--- src/rtl/keypad_scan_encoder.sv ---
// 4x3 matrix keypad scanner with frame debounce and key encoding.
// Drives active-low columns, samples rows, emits a held 4-bit key code.
module keypad_scan_encoder #(
   parameter int SCAN_DIV       = 1000,
   parameter int DEBOUNCE_SCANS = 4
) (
   input  logic       clk,
   input  logic       rst,
   input  logic [3:0] row_in,
   output logic [2:0] col_out,
   output logic [3:0] key_code,
   output logic       key_valid,
   output logic       key_press,
   output logic       multi_err
);

   localparam int DW = $clog2(SCAN_DIV);
   localparam int CW = $clog2(DEBOUNCE_SCANS + 1);
   localparam logic [DW-1:0] DIV_LAST = DW'(SCAN_DIV - 1);
   localparam logic [CW-1:0] CNT_LAST = CW'(DEBOUNCE_SCANS);

   typedef enum logic [1:0] {
      IDLE,
      CAND,
      PRESSED
   } state_t;

   logic [DW-1:0] div;
   logic [1:0]    col_idx;
   logic [1:0]    acc_n;
   logic [3:0]    acc_key;

   state_t        state, state_n;
   logic [CW-1:0] cnt, cnt_n;
   logic [3:0]    cand, cand_n;
   logic [3:0]    key_code_n;
   logic          key_press_n;

   logic          sample;
   logic          frame_end;
   logic [2:0]    col_hits;
   logic [3:0]    col_key;
   logic [2:0]    sum;
   logic [1:0]    tot_n;
   logic          frm_none;
   logic          frm_single;

   function automatic logic [3:0] key_map(
      input logic [1:0] r,
      input logic [1:0] c
   );
      logic [3:0] k;
      unique case ({r, c})
         4'b00_00: k = 4'd1;
         4'b00_01: k = 4'd2;
         4'b00_10: k = 4'd3;
         4'b01_00: k = 4'd4;
         4'b01_01: k = 4'd5;
         4'b01_10: k = 4'd6;
         4'b10_00: k = 4'd7;
         4'b10_01: k = 4'd8;
         4'b10_10: k = 4'd9;
         4'b11_00: k = 4'd10;
         4'b11_01: k = 4'd0;
         4'b11_10: k = 4'd11;
         default:  k = 4'd0;
      endcase
      return k;
   endfunction

   assign sample    = (div == DIV_LAST);
   assign frame_end = sample && (col_idx == 2'd2);
   assign col_out   = ~(3'b001 << col_idx);
   assign key_valid = (state == PRESSED);

   // Count closed keys in the driven column and merge with the frame so far.
   always_comb begin
      col_hits = '0;
      col_key  = acc_key;
      for (int r = 0; r < 4; r++) begin
         if (!row_in[r]) begin
            col_hits = col_hits + 3'd1;
            col_key  = key_map(2'(r), col_idx);
         end
      end
      sum        = {1'b0, acc_n} + col_hits;
      tot_n      = (sum >= 3'd2) ? 2'd2 : sum[1:0];
      frm_none   = (tot_n == 2'd0);
      frm_single = (tot_n == 2'd1);
   end

   // Column divider, column rotation and per-frame key accumulator.
   always_ff @(posedge clk) begin
      if (rst) begin
         div       <= '0;
         col_idx   <= '0;
         acc_n     <= '0;
         acc_key   <= '0;
         multi_err <= 1'b0;
      end else if (sample) begin
         div     <= '0;
         col_idx <= (col_idx == 2'd2) ? 2'd0 : col_idx + 2'd1;
         if (frame_end) begin
            acc_n     <= '0;
            acc_key   <= '0;
            multi_err <= (tot_n == 2'd2);
         end else begin
            acc_n   <= tot_n;
            acc_key <= col_key;
         end
      end else begin
         div <= div + 1'b1;
      end
   end

   // Debounce state and accepted-key registers.
   always_ff @(posedge clk) begin
      if (rst) begin
         state     <= IDLE;
         cnt       <= '0;
         cand      <= '0;
         key_code  <= '0;
         key_press <= 1'b0;
      end else begin
         state     <= state_n;
         cnt       <= cnt_n;
         cand      <= cand_n;
         key_code  <= key_code_n;
         key_press <= key_press_n;
      end
   end

   // Debounce decisions, taken only on frame-end edges.
   always_comb begin
      state_n     = state;
      cnt_n       = cnt;
      cand_n      = cand;
      key_code_n  = key_code;
      key_press_n = 1'b0;
      if (frame_end) begin
         unique case (state)
            IDLE: begin
               if (frm_single) begin
                  state_n = CAND;
                  cand_n  = col_key;
                  cnt_n   = CW'(1);
               end
            end
            CAND: begin
               if (frm_single && col_key == cand) begin
                  if (cnt + 1'b1 == CNT_LAST) begin
                     state_n     = PRESSED;
                     key_code_n  = cand;
                     key_press_n = 1'b1;
                     cnt_n       = '0;
                  end else begin
                     cnt_n = cnt + 1'b1;
                  end
               end else if (frm_single) begin
                  cand_n = col_key;
                  cnt_n  = CW'(1);
               end else begin
                  state_n = IDLE;
                  cnt_n   = '0;
               end
            end
            PRESSED: begin
               if (frm_none) begin
                  if (cnt + 1'b1 == CNT_LAST) begin
                     state_n = IDLE;
                     cnt_n   = '0;
                  end else begin
                     cnt_n = cnt + 1'b1;
                  end
               end else begin
                  cnt_n = '0;
               end
            end
            default: begin
               state_n = IDLE;
               cnt_n   = '0;
            end
         endcase
      end
   end

endmodule

--- config.mk ---
export PLATFORM = sky130hd
export DESIGN_NAME = keypad_scan_encoder
export DESIGN_NICKNAME = d
export VERILOG_FILES = /design/src/rtl/keypad_scan_encoder.sv
export SDC_FILE = /design/constraint.sdc
export NUM_CORES = 1
export LEC_CHECK = 0
export BUFFER_PORTS_ARGS = -buffer_cell sky130_fd_sc_hd__buf_2
export CORE_MARGIN = 2
export CORE_UTILIZATION = 35
export DETAILED_ROUTE_END_ITERATION = 16
export HOLD_SLACK_MARGIN = 0.03
export PLACE_DENSITY = 0.47
export SLEW_MARGIN = 0
export SYNTH_ARGS = -nofsm -noshare
export SYNTH_HDL_FRONTEND = slang
export SYNTH_SLANG_ARGS = --single-unit
--- constraint.sdc ---
create_clock -name clk -period 4.5 [get_ports clk]
set_input_delay 0.45 -clock clk [delete_from_list [all_inputs] [get_ports clk]]
set_output_delay 0.45 -clock clk [all_outputs]
set_load 0.02 [all_outputs]
==> results of run 1 <==
[final cells by class]
type,count,area [um^2]
Inverter,14,52.6
Clock inverter,1,5.00
Timing Repair Buffer,15,75.1
Fill cell,621,3580
Tap cell,75,93.8
Sequential cell,33,661
Multi-Input combinational cell,191,1290
Clock buffer,7,96.3
[power by group through the flow]
stage,logic [W],clock network [W],registers (W)
after floorplan,0.0000523,0,0.000303
after detailed placement,0.0000640,0,0.000303
after CTS,0.0000644,0.000258,0.000297
after global routing,0.0000734,0.000267,0.000297
final,0.0000644,0.000251,0.000297
after global placement,0.0000650,0,0.000303
[stage by stage]
step	hold WS (ns)	setup slack, ns	utilization	cells	total power, W
3_3_place_gp	0.443	0.659	0.371	328	0.000368
5_1_grt	0.481	0.719	0.389	336	0.000637
6_report	0.453	0.938	0.389	336	0.000612
4_1_cts	0.456	0.942	0.389	336	0.000619
3_5_place_dp	0.447	0.648	0.371	328	0.000367
2_1_floorplan	0.427	0.824	-	249	0.000355
[worst reg2reg max path, stage by stage, from the launching register on]
cell      delay [ns]
dfxtp_1         0.41
inv_1           0.10
ha_1            0.35
o21bai_2        0.26
nor3_1          0.09
a221o_1         0.26
a311o_1         0.46
or4b_4          0.64
mux2i_1         0.14
[metal layers]
layer,GRT usage,wire (um),part of all wire
met1,0.217,2450,0.52
met2,0.237,2020,0.43
met3,0.0396,131,0.028
met4,0.0627,66,0.014
met5,0,0,0
[flip-flops by register name, indices dropped and copies added, names as in the netlist]
register   cells
key_code       4
multi_err      1
col_idx        2
acc_key        4
cand           4
acc_n          2
cnt            3
key_press      1
state          2
div           10
[cell usage in the layout, fill, tap and decap left out, types with 8 or more instances in the layout]
cell,Yosys,final
dfxtp_1,33,33
nand2_1,26,26
nor2_1,25,25
o21ai_0,15,15
buf_2,0,15
inv_1,14,14
ha_1,13,13
a21oi_1,11,11
nor3_1,10,10
xnor2_1,8,8
nand3_1,8,8
[logic make-up after synthesis]
logic type	count (synthesis)
AND/OR/NAND/NOR	106
AO/OA/AOI/OAI	50
flip-flops	33
buffers and inverters	25
adder cells (fa/ha/maj)	14
XOR/XNOR	13
multiplexers	8
[synth_stat cells (all sizes together) (2+ instances only)]
cell     n  area [um^2]
nand2   26         97.6
a311oi   2         23.8
o311ai   2         17.5
o21bai   2         18.8
nand4    6         37.5
dfxtp   33          661
xor2     4         35.0
and2     3         18.8
o31a     2         20.0
ha      13          163
nor2    25         93.8
mux2i    5         50.1
o21ai   15         75.1
xnor2    8         70.1
or4      2         15.0
mux2     3         37.5
clkbuf   6         42.5
nand3    8         40.0
inv     14         52.6
or2      4         25.0
and3     5         32.5
buf      4         41.3
a21oi   11         55.1
nor4     4         25.0
nor2b    2         12.5
nand2b   3         18.8
nor3    10         50.1
a31oi    2         12.5
o211ai   5         37.5
[worst max path at each step]
stage                     startpoint           to  slack, ns
after floorplan            row_in[1]  key_code[0]       0.82
after global routing       row_in[1]  key_code[3]       0.72
after CTS                  row_in[1]  key_code[0]       0.94
final                      row_in[1]  key_code[0]       0.94
after global placement     row_in[1]  key_code[1]       0.66
after detailed placement   row_in[1]  key_code[1]       0.65
==> impl_metrics.env, run 1 <==
export IMPL_status="complete, no violations"
export IMPL_cp_required_ns=4.69
export IMPL_ys_ff_latch=33
export IMPL_dieHeight_um=81.5
export IMPL_insertion_delay_ns=0.29
export IMPL_fin_worst_skew_ns=0.00988
export IMPL_critPathTopFamily="simple AND/OR/NAND/NOR gates"
export IMPL_min_path_cells=2
export IMPL_setup_tns_ns=0
export IMPL_p_sw_frac=0.257
export IMPL_synth_compound_area_frac=0.169
export IMPL_synth_flop_cell="dfxtp_1"
export IMPL_postSynthNetCount=269
export IMPL_clockPowerShare=0.411
export IMPL_fin_nets=280
export IMPL_rsz0062_at_grt="no"
export IMPL_clock_path_buffers=2
export IMPL_grt_usage=0.158
export IMPL_clock_sinks=33
export IMPL_cts_tree="done"
export IMPL_wire_per_inst_um=13.9
export IMPL_place_congestion=0.806
export IMPL_period_share=0.792
export IMPL_slowest_stage="or4b_4"
export IMPL_overflow=0
export IMPL_yosysUniqueCellTypes=56
export IMPL_grt_pass1_wl_mm=8.02
export IMPL_hold_viol=0
export IMPL_num_vias=1736
export IMPL_worstMarginPinSlew_ns=1.02
export IMPL_ioPinCount=16
export IMPL_async_reset_ff_frac=0
export IMPL_placed_cell_area_um2=2170
export IMPL_ctsResizeCount=0
export IMPL_first_global_vias=1657
export IMPL_synth_warnings=0
export IMPL_crit_buf_inv=2
export IMPL_p_leak_nw=0.897
export IMPL_drive_gt1_frac=0.142
export IMPL_fp_dieW_um=81.5
export IMPL_worstSetupPathDepth=12
export IMPL_rows=28
export IMPL_path_cells="buf_2, inv_1, ha_1, xnor2_1, ha_1, mux2_2, fa_1, xnor3_1, or2_1, nor3_1, or4b_4, mux2i_1"
export IMPL_power_net_switching_w=0.000157
export IMPL_drt_total_wl_mm=4.67
export IMPL_yosys_area_share_simple=0.257
export IMPL_worstPathMaxFanout=10
export IMPL_hold_buffers=0
export IMPL_pwr_share_seq=0.484
export IMPL_ff2ff_setup_slack_ns=1.70
export IMPL_reg2reg_from="col_idx[0]"
export IMPL_firstDrtPassIters=4
export IMPL_end_kind="flop"
export IMPL_syn_area_um2=2100
export IMPL_synthToLayoutAreaGrowth_pct=8.28
export IMPL_hp_start="acc_key[1]"
export IMPL_dpl_hpwl_mm=3.44
export IMPL_die_area_um2=6640
export IMPL_internal_power_w=0.000455
export IMPL_relSlewSlack=0.315
export IMPL_grt_max_degree=18
export IMPL_synth_xor_area_frac=0.0608
export IMPL_numCtsBuffers=5
export IMPL_worstRegToRegCells=8
export IMPL_initial_core_util=0.359
export IMPL_fmax_mhz=281
export IMPL_critical_path_arrival_ns=3.75
export IMPL_yosysSeqAreaShare=0.314
export IMPL_synthCells=249
export IMPL_hp_class="reg2reg"
export IMPL_synth_top_family_by_area="simple AND/OR/NAND/NOR gates"
export IMPL_drt_drc_violations_left=0
export IMPL_hold_end="acc_key[1]"
export IMPL_h_tree_depth=2
export IMPL_io_buffer_count=15
export IMPL_design_area_um2=2270
export IMPL_drtIter0Drc=48
export IMPL_r2r_end="key_code[0]"
export IMPL_peakVddDrop_v=0.000124
export IMPL_antenna_found_initial=0
export IMPL_num_antenna_cells=0
export IMPL_maxCapViolations=0
export IMPL_clk_pin_slew_ns=0.08
export IMPL_setup_viol=0
export IMPL_ant_nets=0
export IMPL_syn_avg_cell_area_um2=8.44
export IMPL_synth_mux_area_fraction=0.0417
export IMPL_drv_slew=0
export IMPL_fp_coreArea_um2=5850
export IMPL_root_buffer="clkbuf_8"
export IMPL_powerDensity_nw_per_um2=269
export IMPL_crit_type="in2reg"
export IMPL_fin_crit_ns=3.56
export IMPL_synth_edff_count=0
export IMPL_synthAdderAreaFrac=0.0870
export IMPL_postCtsSetupRepairBufs=0
export IMPL_crit_top_cell="ha_1"
export IMPL_power_frac_comb=0.105
export IMPL_viasPerCell=5.17
export IMPL_slowest_delay_ns=0.55
export IMPL_cp_start_kind="input port"
Note: power is estimated with default switching activity, not from simulation.
==> run 2: changes to the inputs <==
- clock period: 4.5 -> 3.7 ns (I/O delays scaled with it)
==> run 2 against run 1 <==
Net effect: register-to-register slack worse by 0.78 ns; count of clock-buffer cells in the layout fell by 2; sequential cell count unchanged; clock power rose by 40%; hold slack worse by 0.0042 ns; design area up 3.9%; largest power group unchanged.
==> impl_metrics.env, run 2 (same netlist as run 1, synthesis figures left out) <==
export IMPL_status="complete, no violations"
export IMPL_worstMarginPinSlew_ns=0.480
export IMPL_grt_max_degree=18
export IMPL_wl_met3_um=151
export IMPL_synthToLayoutAreaGrowth_pct=12.5
export IMPL_drtIter0Drc=89
export IMPL_routed_top_layer="met4"
export IMPL_cts_tree="done"
export IMPL_insertion_delay_ns=0.29
export IMPL_place_inst=338
export IMPL_die_area_um2=6640
export IMPL_numCtsBuffers=5
export IMPL_critPathLaunch="row_in[0]"
export IMPL_slowest_stage="or4b_4"
export IMPL_layout_common_cells="dfxtp_1, nand2_1, nor2_1, o21ai_0, buf_2"
export IMPL_ff2ff_setup_slack_ns=0.92
export IMPL_grt_usage=0.151
export IMPL_mostFrequentLayoutCell="dfxtp_1"
export IMPL_drt_drc_violations_left=0
export IMPL_drive_gt1_frac=0.173
export IMPL_fmax_mhz=291
export IMPL_num_vias=1739
export IMPL_cp_start_kind="input port"
export IMPL_largest_register="div"
export IMPL_fin_nets=290
export IMPL_r2r_end="key_code[0]"
export IMPL_fin_worst_skew_ns=0.00687
export IMPL_final_cells=346
export IMPL_relSlewSlack=0.678
export IMPL_cp_required_ns=3.87
export IMPL_dieHeight_um=81.5
export IMPL_dpl_hpwl_mm=3.53
export IMPL_endpoint="key_code[0]"
export IMPL_end_kind="flop"
export IMPL_clock_path_buffers=2
export IMPL_slowest_delay_ns=0.56
export IMPL_rows=28
export IMPL_fp_dieW_um=81.5
export IMPL_drt_total_wl_mm=4.62
export IMPL_critical_path_arrival_ns=3.62
export IMPL_wire_per_inst_um=13.4
export IMPL_root_buffer="clkbuf_8"
export IMPL_maxCapViolations=0
export IMPL_powerDensity_nw_per_um2=339
export IMPL_path_cells="buf_2, inv_1, ha_1, xnor2_1, ha_1, mux2_2, fa_1, xnor3_1, or2_1, nor3_1, or4b_4, mux2i_1"
export IMPL_clock_sinks=33
export IMPL_design_area_um2=2360
export IMPL_drt_met1_wl_mm=2.53
export IMPL_power_w=0.000801
export IMPL_reg2reg_from="col_idx[0]"
export IMPL_peakVddDrop_v=0.000147
export IMPL_grt_pass1_wl_mm=7.73
export IMPL_place_congestion=0.791
export IMPL_hp_class="reg2reg"
export IMPL_ant_nets=0
export IMPL_io_buffer_count=15
export IMPL_postCtsSetupRepairBufs=0
export IMPL_worstPathMaxFanout=4
export IMPL_first_global_vias=1611
export IMPL_fillCellCount=618
export IMPL_overflow=0
export IMPL_antenna_found_initial=0
export IMPL_largest_reg_flops=10
export IMPL_fp_coreArea_um2=5850
export IMPL_fin_crit_ns=3.44
export IMPL_crit_top_cell="ha_1"
export IMPL_clk_pin_slew_ns=0.07
export IMPL_num_antenna_cells=0
export IMPL_drv_slew=0
export IMPL_firstDrtPassIters=4
export IMPL_viasPerCell=5.03
export IMPL_p_leak_nw=0.949
export IMPL_setup_viol=0
export IMPL_rsz0062_at_grt="no"
export IMPL_placed_cell_area_um2=2250
export IMPL_hold_buffers=0
export IMPL_ctsResizeCount=0
export IMPL_utilization=0.404
export IMPL_wl_met2_mm=1.90
export IMPL_initial_core_util=0.359
export IMPL_ioPinCount=16
export IMPL_h_tree_depth=2
export IMPL_hold_viol=0
export IMPL_worstRegToRegCells=8
export IMPL_crit_type="in2reg"
export IMPL_period_share=0.930
-- run 2: how the worst min path moves through the flow --
stage	startpoint	to	slack, ns	cells after the start
floorplan	acc_key[1]	acc_key[1]	0.43	2
global placement	acc_key[1]	acc_key[1]	0.44	2
detailed placement	acc_key[1]	acc_key[1]	0.44	2
CTS	acc_key[1]	acc_key[1]	0.45	2
global route	acc_key[1]	acc_key[1]	0.47	2
finish	acc_key[1]	acc_key[1]	0.45	2
-- run 2: area by class of cell --
cell class | instances | area, um^2 | area share
multi-input combinational | 191 | 1290 | 0.546
sequential | 33 | 661 | 0.280
timing repair buffer | 25 | 150 | 0.0635
tap | 75 | 93.8 | 0.0397
clock buffer | 5 | 68.8 | 0.0291
inverter | 14 | 52.6 | 0.0222
clock inverter | 3 | 46.3 | 0.0196
-- run 2: metal layers --
metal | up-vias | track usage
met3 | 4 | 0.0330
li1 | 923 | -
met4 | 0 | 0.0441
met2 | 25 | 0.231
met1 | 787 | 0.212
met5 | - | 0
-- run 2: stage by stage --
step / setup TNS [ns] / setup WS (ns) / hold slack (ns)
2_1_floorplan: 0 / 0.104 / 0.427
3_3_place_gp: 0 / 0.0564 / 0.441
3_5_place_dp: -0.0832 / -0.0276 / 0.442
4_1_cts: 0 / 0.270 / 0.452
5_1_grt: 0 / 0.0764 / 0.466
6_report: 0 / 0.259 / 0.449
-- run 2: report_power, final --
part           switching [W]  leakage (nW)  total (W)  internal [W]
Sequential        0.00000292         0.266   0.000361      0.000358
Combinational      0.0000542         0.628  0.0000895     0.0000353
Clock               0.000149        0.0543   0.000351      0.000202
-- run 2: worst max-delay path, delay by kind of cell --
family | cells | cell delay [ns]
xor gates and xnor gates | 2 | 0.59
adders and majority gates | 3 | 0.99
buffers and inverters | 2 | 0.16
muxes | 2 | 0.44
and+or+nand+nor | 3 | 1.08
==> run 3: changes to the inputs <==
- REMOVE_ABC_BUFFERS: unset -> 1
==> run 3 against run 2 <==
Net effect: register-to-register slack got worse by 0.02 ns; design area decreased by 1.9%; sequential share of layout area increased by 0.53 points; via count decreased by 0.35%; clock skew increased by 0.0026 ns; global-route usage increased by 0.38 points; hold slack improved by 0.0072 ns; die area unchanged; first-iteration DRC count decreased by 21%; combinational power decreased by 2%; critical endpoint unchanged.
==> impl_metrics.env, run 3 (same netlist as run 1, synthesis figures left out) <==
export IMPL_antenna_found_initial=0
export IMPL_largest_register="div"
export IMPL_io_buffer_count=15
export IMPL_insertion_delay_ns=0.28
export IMPL_slowest_delay_ns=0.56
export IMPL_worstMarginPinSlew_ns=0.463
export IMPL_reg2reg_from="col_idx[0]"
export IMPL_endpoint="key_code[0]"
export IMPL_fin_crit_ns=3.44
export IMPL_crit_top_cell="ha_1"
export IMPL_worstPathMaxFanout=6
export IMPL_viasPerCell=5.05
export IMPL_setup_ws_ns=0.263
export IMPL_path_cells="buf_2, inv_1, ha_1, xnor2_1, ha_1, mux2_2, fa_1, xnor3_1, or2_1, nor3_1, or4b_4, mux2i_1"
export IMPL_period_share=0.929
export IMPL_dieHeight_um=81.5
export IMPL_slowest_stage="or4b_4"
export IMPL_end_kind="flop"
export IMPL_fin_worst_skew_ns=0.00945
export IMPL_p_leak_nw=0.928
export IMPL_setup_tns_ns=0
export IMPL_firstDrtPassIters=4
export IMPL_synthToLayoutAreaGrowth_pct=10.4
export IMPL_num_antenna_cells=0
export IMPL_overflow=0
export IMPL_cp_required_ns=3.87
export IMPL_crit_type="in2reg"
export IMPL_ioPinCount=16
export IMPL_initial_core_util=0.359
export IMPL_fin_hold_ws_ns=0.456
export IMPL_cts_tree="done"
export IMPL_h_tree_depth=2
export IMPL_postCtsSetupRepairBufs=0
export IMPL_critPathTopFamily="simple AND/OR/NAND/NOR gates"
export IMPL_worstSetupPathDepth=12
export IMPL_critical_path_arrival_ns=3.61
export IMPL_grt_max_degree=18
export IMPL_fp_dieW_um=81.5
export IMPL_ff2ff_setup_slack_ns=0.90
export IMPL_fp_coreArea_um2=5850
export IMPL_worstRegToRegCells=8
export IMPL_hold_buffers=0
export IMPL_mostFrequentLayoutCell="dfxtp_1"
export IMPL_die_area_um2=6640
export IMPL_rows=28
export IMPL_dpl_hpwl_mm=3.49
export IMPL_final_cells=343
export IMPL_grt_pass1_wl_mm=7.89
export IMPL_hold_viol=0
export IMPL_clock_sinks=33
export IMPL_clk_pin_slew_ns=0.06
export IMPL_place_inst=336
export IMPL_drt_total_wl_mm=4.55
export IMPL_largest_reg_flops=10
export IMPL_setup_viol=0
export IMPL_hp_class="reg2reg"
export IMPL_status="complete, no violations"
export IMPL_numCtsBuffers=5
export IMPL_fmax_mhz=291
export IMPL_fin_nets=288
export IMPL_drv_slew=0
export IMPL_grt_usage=0.155
export IMPL_powerDensity_nw_per_um2=311
export IMPL_num_vias=1733
export IMPL_wire_per_inst_um=13.3
export IMPL_first_global_vias=1690
export IMPL_drtIter0Drc=70
export IMPL_rsz0062_at_grt="no"
export IMPL_r2r_end="key_code[0]"
export IMPL_relSlewSlack=0.691
export IMPL_ctsResizeCount=0
export IMPL_peakVddDrop_v=0.000172
export IMPL_drt_drc_violations_left=0
export IMPL_critPathLaunch="row_in[1]"
export IMPL_layout_common_cells="dfxtp_1, nand2_1, nor2_1, o21ai_0, buf_2"
export IMPL_cp_start_kind="input port"
export IMPL_drive_gt1_frac=0.160
export IMPL_place_congestion=0.854
export IMPL_clock_path_buffers=2
export IMPL_ant_nets=0
export IMPL_post_place_ws_ns=-0.0191
export IMPL_maxCapViolations=0
export IMPL_root_buffer="clkbuf_8"
export IMPL_crit_buf_inv=2
export IMPL_min_path_cells=2
[run 3: per-stage QoR]
stage	area (um^2)	power [W]	util
after floorplan	2000	0.000421	-
after CTS	2320	0.000732	0.396
after detailed placement	2230	0.000456	0.382
after global routing	2320	0.000759	0.396
final	2320	0.000720	0.396
after global placement	2230	0.000457	0.382
[run 3: cell type report]
type,count,area [um^2]
clock buffer,7,86.3
fill,595,3530
inverter,14,52.6
multi-input combinational,191,1290
sequential,33,661
tap,75,93.8
timing repair buffer,23,135
[run 3: worst register-to-register path, delay by kind of cell (launching register included)]
kind,cells,cell delay (ns)
buffers and inverters,1,0.11
AO/OA/AOI/OAI,3,0.97
multiplexers,1,0.14
adder cells (fa/ha/maj),1,0.34
AND/OR/NAND/NOR,2,0.72
flip-flops,1,0.41
[run 3: where the power goes]
group | switching, W | internal (W)
Sequential | 0.00000288 | 0.000358
Clock | 0.000124 | 0.000148
Combinational | 0.0000526 | 0.0000349
[run 3: layer usage]
layer  vias to the layer above  share of wire  global-route usage
met3                         9          0.031              0.0396
met2                        17           0.42               0.237
li1                        926              -                   -
met5                         -              0                   0
met1                       781           0.53               0.211
met4                         0          0.016              0.0525
[run 3: worst min path at each step]
stage,startpoint,end,slack (ns)
after floorplan,acc_key[1],acc_key[1],0.42
after global placement,key_code[0],key_code[0],0.44
after detailed placement,acc_key[1],acc_key[1],0.45
after CTS,acc_key[1],acc_key[1],0.46
after global routing,rst,acc_n[1],0.47
final,acc_key[1],acc_key[1],0.46
